===== src/rtl/led_pwm_bank_pkg.sv =====
// Shared types and defaults for the LED PWM bank.
package led_pwm_bank_pkg;

  // Channel operating modes, encoded as they appear on cfg_mode.
  typedef enum logic [1:0] {
    MODE_OFF     = 2'd0,
    MODE_ON      = 2'd1,
    MODE_PWM     = 2'd2,
    MODE_BREATHE = 2'd3
  } mode_e;

  localparam int unsigned CNT_W_DEF   = 8;
  localparam int unsigned PRESC_W_DEF = 30;

endpackage


===== src/rtl/led_pwm_bank_tick_gen.sv =====
// Prescaler: emits a one-clk tick every (prescale+1) clocks.
module tick_gen
  import led_pwm_bank_pkg::*;
#(
  parameter int unsigned PRESC_W = PRESC_W_DEF
) (
  input  logic               clk,
  input  logic               rst_n,
  input  logic [PRESC_W-1:0] prescale,
  output logic               tick
);

  logic [PRESC_W-1:0] count_q, count_d;
  // Low for the first cycle out of reset so tick stays quiet there even at prescale 0.
  logic               armed_q;

  // A count at or above prescale (terminal value, or prescale shrank) restarts at 0.
  // NOTE: combinational blocks give every output a value on every path, so no latch is inferred.
  always_comb begin
    count_d = count_q + 1'b1;
    if (count_q >= prescale) count_d = '0;
  end

  // An overshot count (prescale lowered below it) never compares equal, so it reloads silently.
  assign tick = armed_q && (count_q == prescale);

  // Prescaler count register.
  // NOTE: state registers use non-blocking assignments so every flop samples pre-edge values.
  always_ff @(posedge clk) begin
    if (!rst_n) begin
      count_q <= '0;
      armed_q <= 1'b0;
    end else begin
      count_q <= count_d;
      armed_q <= 1'b1;
    end
  end

endmodule


===== src/rtl/led_pwm_bank.sv =====
// Bank of LED channels sharing one prescaler and one PWM phase counter.
// Each channel runs OFF/ON/PWM/BREATHE; new settings take effect only at the
// phase wrap so an output never sees a shortened pulse.
module led_pwm_bank
  import led_pwm_bank_pkg::*;
#(
  parameter int unsigned NUM_CH  = 4,
  parameter int unsigned CNT_W   = CNT_W_DEF,
  parameter int unsigned PRESC_W = PRESC_W_DEF
) (
  input  logic               clk,
  input  logic               rst_n,
  input  logic [PRESC_W-1:0] prescale,
  input  logic               cfg_we,
  input  logic [3:0]         cfg_ch,
  input  logic [1:0]         cfg_mode,
  input  logic [CNT_W-1:0]   cfg_duty,
  output logic               tick,
  output logic               period_end,
  output logic [NUM_CH-1:0]  led
);

  logic [CNT_W-1:0] phase_q, phase_d;

  tick_gen #(.PRESC_W(PRESC_W)) u_tick_gen (
    .clk      (clk),
    .rst_n    (rst_n),
    .prescale (prescale),
    .tick     (tick)
  );

  assign period_end = tick && (phase_q == {CNT_W{1'b1}});

  // Shared phase advances one step per tick and wraps naturally.
  always_comb begin
    phase_d = phase_q;
    if (tick) phase_d = phase_q + 1'b1;
  end

  // Shared phase register.
  always_ff @(posedge clk) begin
    if (!rst_n) phase_q <= '0;
    else        phase_q <= phase_d;
  end

  for (genvar i = 0; i < NUM_CH; i++) begin : g_ch
    mode_e            pend_mode_q, pend_mode_d, act_mode_q, act_mode_d;
    logic [CNT_W-1:0] pend_duty_q, pend_duty_d, act_duty_q, act_duty_d;
    logic [CNT_W-1:0] ramp_q, ramp_d;
    logic             up_q, up_d, led_q, led_d;
    logic             wr;

    // Channel indices with no channel behind them never match, so those writes drop.
    assign wr = cfg_we && (cfg_ch == 4'(i));

    // Pending capture, period-boundary activation, breathe ramp and LED drive.
    always_comb begin
      pend_mode_d = pend_mode_q;
      pend_duty_d = pend_duty_q;
      act_mode_d  = act_mode_q;
      act_duty_d  = act_duty_q;
      ramp_d      = ramp_q;
      up_d        = up_q;
      led_d       = 1'b0;

      if (wr) begin
        pend_mode_d = mode_e'(cfg_mode);
        pend_duty_d = cfg_duty;
      end

      // Activation sees this cycle's write, so a write on the wrap cycle applies at once.
      if (period_end) begin
        act_mode_d = pend_mode_d;
        act_duty_d = pend_duty_d;
        if (pend_mode_d != MODE_BREATHE || act_mode_q != MODE_BREATHE
            || pend_duty_d == '0) begin
          ramp_d = '0;
          up_d   = 1'b1;
        end else if (ramp_q > pend_duty_d) begin
          ramp_d = pend_duty_d;
          up_d   = 1'b0;
        end else if (up_q ? (ramp_q < pend_duty_d) : (ramp_q == '0)) begin
          ramp_d = ramp_q + 1'b1;
          up_d   = (ramp_d != pend_duty_d);
        end else begin
          ramp_d = ramp_q - 1'b1;
          up_d   = (ramp_q == {{(CNT_W-1){1'b0}}, 1'b1});
        end
      end

      unique case (act_mode_q)
        MODE_OFF:     led_d = 1'b0;
        MODE_ON:      led_d = 1'b1;
        MODE_PWM:     led_d = (phase_q < act_duty_q);
        MODE_BREATHE: led_d = (phase_q < ramp_q);
        default:      led_d = 1'b0;
      endcase
    end

    // Per-channel configuration, ramp and LED registers.
    always_ff @(posedge clk) begin
      if (!rst_n) begin
        pend_mode_q <= MODE_OFF;
        pend_duty_q <= '0;
        act_mode_q  <= MODE_OFF;
        act_duty_q  <= '0;
        ramp_q      <= '0;
        up_q        <= 1'b1;
        led_q       <= 1'b0;
      end else begin
        pend_mode_q <= pend_mode_d;
        pend_duty_q <= pend_duty_d;
        act_mode_q  <= act_mode_d;
        act_duty_q  <= act_duty_d;
        ramp_q      <= ramp_d;
        up_q        <= up_d;
        led_q       <= led_d;
      end
    end

    assign led[i] = led_q;
  end

endmodule


===== config.mk =====
export PLATFORM = sky130hd
export DESIGN_NAME = led_pwm_bank
export DESIGN_NICKNAME = d
export VERILOG_FILES = /design/src/rtl/led_pwm_bank_pkg.sv /design/src/rtl/led_pwm_bank_tick_gen.sv /design/src/rtl/led_pwm_bank.sv
export SDC_FILE = /design/constraint.sdc
export NUM_CORES = 1
export LEC_CHECK = 0
export CORE_ASPECT_RATIO = 0.5
export CORE_MARGIN = 5
export CORE_UTILIZATION = 60
export DETAILED_ROUTE_END_ITERATION = 8
export PLACE_DENSITY = 0.87
export SYNTH_ARGS = -nofsm -noshare
export SYNTH_HDL_FRONTEND = slang
export SYNTH_SLANG_ARGS = --single-unit

===== constraint.sdc =====
create_clock -name clk -period 7.75 [get_ports clk]
set_input_delay 2.325 -clock clk [delete_from_list [all_inputs] [get_ports clk]]
set_output_delay 2.325 -clock clk [all_outputs]
set_load 0.05 [all_outputs]

* Word-level counts from Yosys, hierarchy flattened
Cells that the tools add are included.
W data, S select, Z words.
** Word-level totals
- Bits in registers :: 159
- Bits of input ports :: 47
- Output and inout bits :: 6
- Logic and storage cells :: 161
** Cells by class
- Add/sub/neg operators :: 10
- $lt $le $gt $ge :: 17
- Equal/unequal tests :: 33
- Multiplexer cells :: 41
- Bitwise gates (word level) :: 1
- Reductions and logical operators :: 28
** Operators with widths (number)
- $mux W8 :: 16
- $lt A8 B8 Y1 :: 12
- $logic_not A8 Y1 :: 8
- $add A8 B1 Y8 const B :: 5
- $eq A8 B1 Y1 const B :: 4
- $gt A8 B8 Y1 :: 4
- $ne A8 B8 Y1 :: 4
- $sub A8 B1 Y8 const B :: 4
- $add A30 B1 Y30 const B :: 1
- $eq A30 B30 Y1 :: 1
- $ge A30 B30 Y1 :: 1
- $mux W1 :: 17
- $eq A2 B2 Y1 const B :: 8
- $ne A2 B2 Y1 const B :: 8
- $pmux W1 S4 :: 4
- $eq A2 B1 Y1 const B :: 4
- $eq A4 B2 Y1 const B :: 2
- $eq A8 B8 Y1 const B :: 1
- $logic_not A2 Y1 :: 4
- $logic_or A1 B1 Y1 :: 8
- $mux W2 :: 4
- $logic_and A1 B1 Y1 :: 6
- $eq A4 B1 Y1 const B :: 1
- $logic_not A4 Y1 :: 1
- other kinds (2) :: 2

* Longest topological paths before layout
- Word-level depth :: 8
- Mapped depth :: 17
- Gate-level depth less buffers :: 14

* Hierarchy
Synthesis repeated with hierarchy kept, for this count alone.
** Unflattened totals
- Cells, all modules :: 1381
- Area, all modules :: 11344.6 um2
** Modules (own cells, without submodules)
- led_pwm_bank :: times used 1, cells each 1123, area each 9153.8 um2, seq. area each 2562.5 um2
- tick_gen :: times used 1, cells each 258, area each 2190.9 um2, seq. area each 620.6 um2

* Worst setup path before layout
No wires, ideal clock.
- Path type :: input-to-output
- Start point :: input port prescale[29]
- End point :: output port period_end
- Data arrival time :: 4.408 ns
- Data required time :: 5.425 ns
- Path slack :: 1.017 ns
- Cell stages on the path :: 6
- Path buffers :: 0
- Cell sequence :: inv_1 -> ha_1 -> nand4_1 -> nor3_1 -> nand3_1 -> nor3_1
** Between the ends
- Cells in the longest elaborated chain, start to end :: 3
** RTL lines
- from (decl) :: line led_pwm_bank.sv:13 : input logic [PRESC_W-1:0] prescale,
- $eq A30 B30 Y1 :: line led_pwm_bank_tick_gen.sv:25 : assign tick = armed_q && (count_q == prescale);
- $logic_and A1 B1 Y1 :: line led_pwm_bank_tick_gen.sv:25
- $logic_and A1 B1 Y1 :: line led_pwm_bank.sv:32 : assign period_end = tick && (phase_q == {CNT_W{1'b1}});
- to (decl) :: line led_pwm_bank.sv:19 : output logic period_end,
Every way passes these cells.

* Final worst setup path
- Start point :: input port prescale[27]
- End point :: output port tick
** Between the ends
- Cells in the longest elaborated chain, start to end :: 2
** RTL lines
- $eq A30 B30 Y1 :: line led_pwm_bank_tick_gen.sv:25
- $logic_and A1 B1 Y1 :: line led_pwm_bank_tick_gen.sv:25
- to (decl) :: line led_pwm_bank.sv:18 : output logic tick,
Every way passes these cells.

==> summary.txt <==
Critical path
  – CP Class: in -> out
  – Critical path required time: 5.43 ns
  – Critical R2R Launch: u_tick_gen.count_q[27]$_SDFF_PP0_
  – Setup crit start: prescale[27]
  – CP peak stage delay: 0.81 ns
  – Max Fanout on Critical Path: 3
  – Crit start category: input port
  – Worst EP arrival: 4.70 ns
  – Top cell by count, worst path: clkdlybuf4s50_1
  – Worst path top cell family by delay: buffers and inverters
  – Buf+Inv Stages, Crit Path: 3
  – Slowest CP cell: clkdlybuf4s50_1
  – Worst Setup End Kind: output pin
  – CP Cell Sequence: clkdlybuf4s50_1, inv_1, ha_1, nand4_1, nor3_1, nand3_1, nor2_1, clkdlybuf4s50_1

Yosys
  – Mapped Area: 11,500 sq um
  – Async S/R FF share, synth: 0%
  – Syn Nets: 1,571
  – EDFF count, synth: 0
  – Synth Warn #: 0
  – Cells after Synth: 1,396
  – Syn_area_per_cell: 8.23 sq um
  – Unique masters post-synth: 74
  – Yosys reg bits: 159
  – Top-area cell type share of the netlist area: 27.7%
  – Yosys top cell by area: dfxtp_1
  – Sequential area share after synthesis: 27.7%
  – Synth top area cells: dfxtp_1 28%, ha_1 14%, mux2i_1 5.1%, xnor2_1 4.3%, o211a_1 3.7%
  – Top FF cell, synth: dfxtp_1

Layout
  – Footprint of the multi-input gates: 7650 sq um
  – Nets: 1,614
  – Register Area: 3180 sq um
  – Most common cell after layout, fill and taps aside: dfxtp_1
  – Commonest non-fill, non-tap cells in the layout: 159 x dfxtp_1, 128 x ha_1, 112 x inv_1
  – Fill cells: 1,414
  – Antenna diodes: 0
  – Layout area overhead: 12.6%
  – Post-layout util: 69.5%
  – Non-Filler Instances: 1,711
  – Share of cells above drive strength 1: 6.20%

Drt
  – Final wirelength: 32,100 microns
  – DRC Markers: 0
  – Drt via density: 6.25
  – Routed Antenna Nets: 0
  – WL per Instance: 18.8 microns
  – 1st-iter DRT viols: 1,004
  – Vias: 10,700
  – Drt first pass iters: 5

Status
  – Status: finished clean

Power
  – Combinational Power Share: 10.8%
  – Flop pwr share: 43.4%
  – Lkg Pwr: 5.91 nW
  – Cell Pwr Density: 147 nW/um^2
  – Switch share: 26.3%
  – P_sw: 0.000499 W
  – Internal power: 0.00140 W
  – Clock power frac: 45.8%
  – VDD IR-drop max: 109 uV

Global routing
  – Total GRT Usage: 28.8%
  – First-pass GRT wire length: 51,900 microns
  – Grt ovf: 0
  – Vias in the first global route: 10,400
  – Largest net degree at the start of global routing: 54
  – Initial antenna violation count: 0

CTS
  – Clock Path Buffers: 2
  – Hold buffer count at cts: 0
  – TritonCTS clock tree: yes
  – Clock root buffer: clkbuf_16
  – Worst-Skew Late Latency: 0.43 ns
  – Total CTS buffers: 17
  – Post-CTS setup buffers: 0
  – Num Clock Sinks: 159
  – Clock transition at the registers of the reported paths: 0.06 ns
  – H-Tree Depth: 4
  – Post-cts resize count: 0

STA
  – Fin Hold WS: 0.485 ns
  – Final max-slew violation count: 0
  – Hold Fails Final Rpt: 0
  – Min Clock Period, post-route: 7.03 ns
  – Fin Clk Skew: 0.00977 ns
  – Max Fclk: 142 MHz
  – Setup-failing EPs final: 0
  – Setup_tns: 0 ns
  – Max_slew headroom: 18.2%
  – Unrepaired setup endpoints after global routing: false
  – Worst-Margin Slew: 1.22 ns
  – Final Cycle Share: 90.7%

Min path
  – Worst hold start: u_tick_gen.count_q[0]$_SDFF_PP0_
  – HP Class: reg -> reg

Placed design
  – Placer Congestion: 0.941
  – Placed Cells: 1,679
  – Input/output buffers: 52
  – HPWL after DPL: 22,900 microns

Floorplan
  – Core footprint: 18,600 sq um
  – Die Height: 108 microns
  – Starting Density: 61.7%
  – # IOs: 53
  – Die area: 22,200 sq um
  – FP Rows: 35
  – Die X: 206 microns

Job
  – Max_cap viols: 0
## synthesized netlist by cell type (47+ instances only)
library cell,instances
nand3_1,51
ha_1,128
clkbuf_1,48
mux2i_1,59
nand2_1,111
o21ai_0,47
nor2_1,102
nor2b_1,59
xnor2_1,57
a21oi_1,55
inv_1,112
dfxtp_1,159
nor3_1,54
## sequential cells by signal (all words and copies together), names as in the netlist
register / flops
g_ch.act_duty_q: 32
g_ch.act_mode_q: 8
g_ch.led_q: 4
g_ch.pend_duty_q: 32
g_ch.pend_mode_q: 8
g_ch.ramp_q: 32
g_ch.up_q: 4
phase_q: 8
u_tick_gen.armed_q: 1
u_tick_gen.count_q: 30
## logic make-up after synthesis
kind of cell | share of synthesized area, %
compound gates | 18.1
xor+xnor | 6.25
fa+ha+maj | 14.0
buf+inv | 5.84
flops | 27.7
mux | 5.83
simple gates | 22.3
## routing by layer
metal  share of wire (%)  GRT usage [%]  vias to the layer above
li1                    -              -                     5048
met1                  43           38.6                     5037
met2                  45           46.4                      525
met3                 9.2           5.51                       82
met4                 2.5           9.89                        0
met5                   0              0                        -
## cell type report
type | count | share of cell area [%]
Multi-Input combinational cell | 1065 | 59.1
Sequential cell | 159 | 24.6
Timing Repair Buffer | 84 | 5.92
Clock buffer | 19 | 3.42
Inverter | 112 | 3.25
Tap cell | 259 | 2.50
Clock inverter | 13 | 1.18
## path summary, 6_finish.rpt
path	to	depth (start not counted)	slack (ns)
max	tick	8	0.72
min	u_tick_gen.count_q[0]$_SDFF_PP0_	1	0.48
max reg2reg	g_ch[3].ramp_q[2]$_SDFFE_PN0P_	11	4.21
min reg2reg	u_tick_gen.count_q[0]$_SDFF_PP0_	1	0.48
## power groups by stage
stage          combinational, W  clock [W]  sequential [W]
6_report               0.000205   0.000871        0.000825
4_1_cts                0.000200   0.000873        0.000825
3_3_place_gp           0.000193          0        0.000843
3_5_place_dp           0.000199          0        0.000843
2_1_floorplan          0.000131          0        0.000842
5_1_grt                0.000220   0.000913        0.000825
## metrics by stage
step / area, sq um / setup WS [ns] / total power (W)
finish: 12900 / 0.722 / 0.00190
global route: 12900 / 0.649 / 0.00196
CTS: 12900 / 0.777 / 0.00190
detailed placement: 12300 / 0.793 / 0.00104
global placement: 12300 / 0.822 / 0.00104
floorplan: 11500 / 1.02 / 0.000973
(Power assumes the default switching activity.)
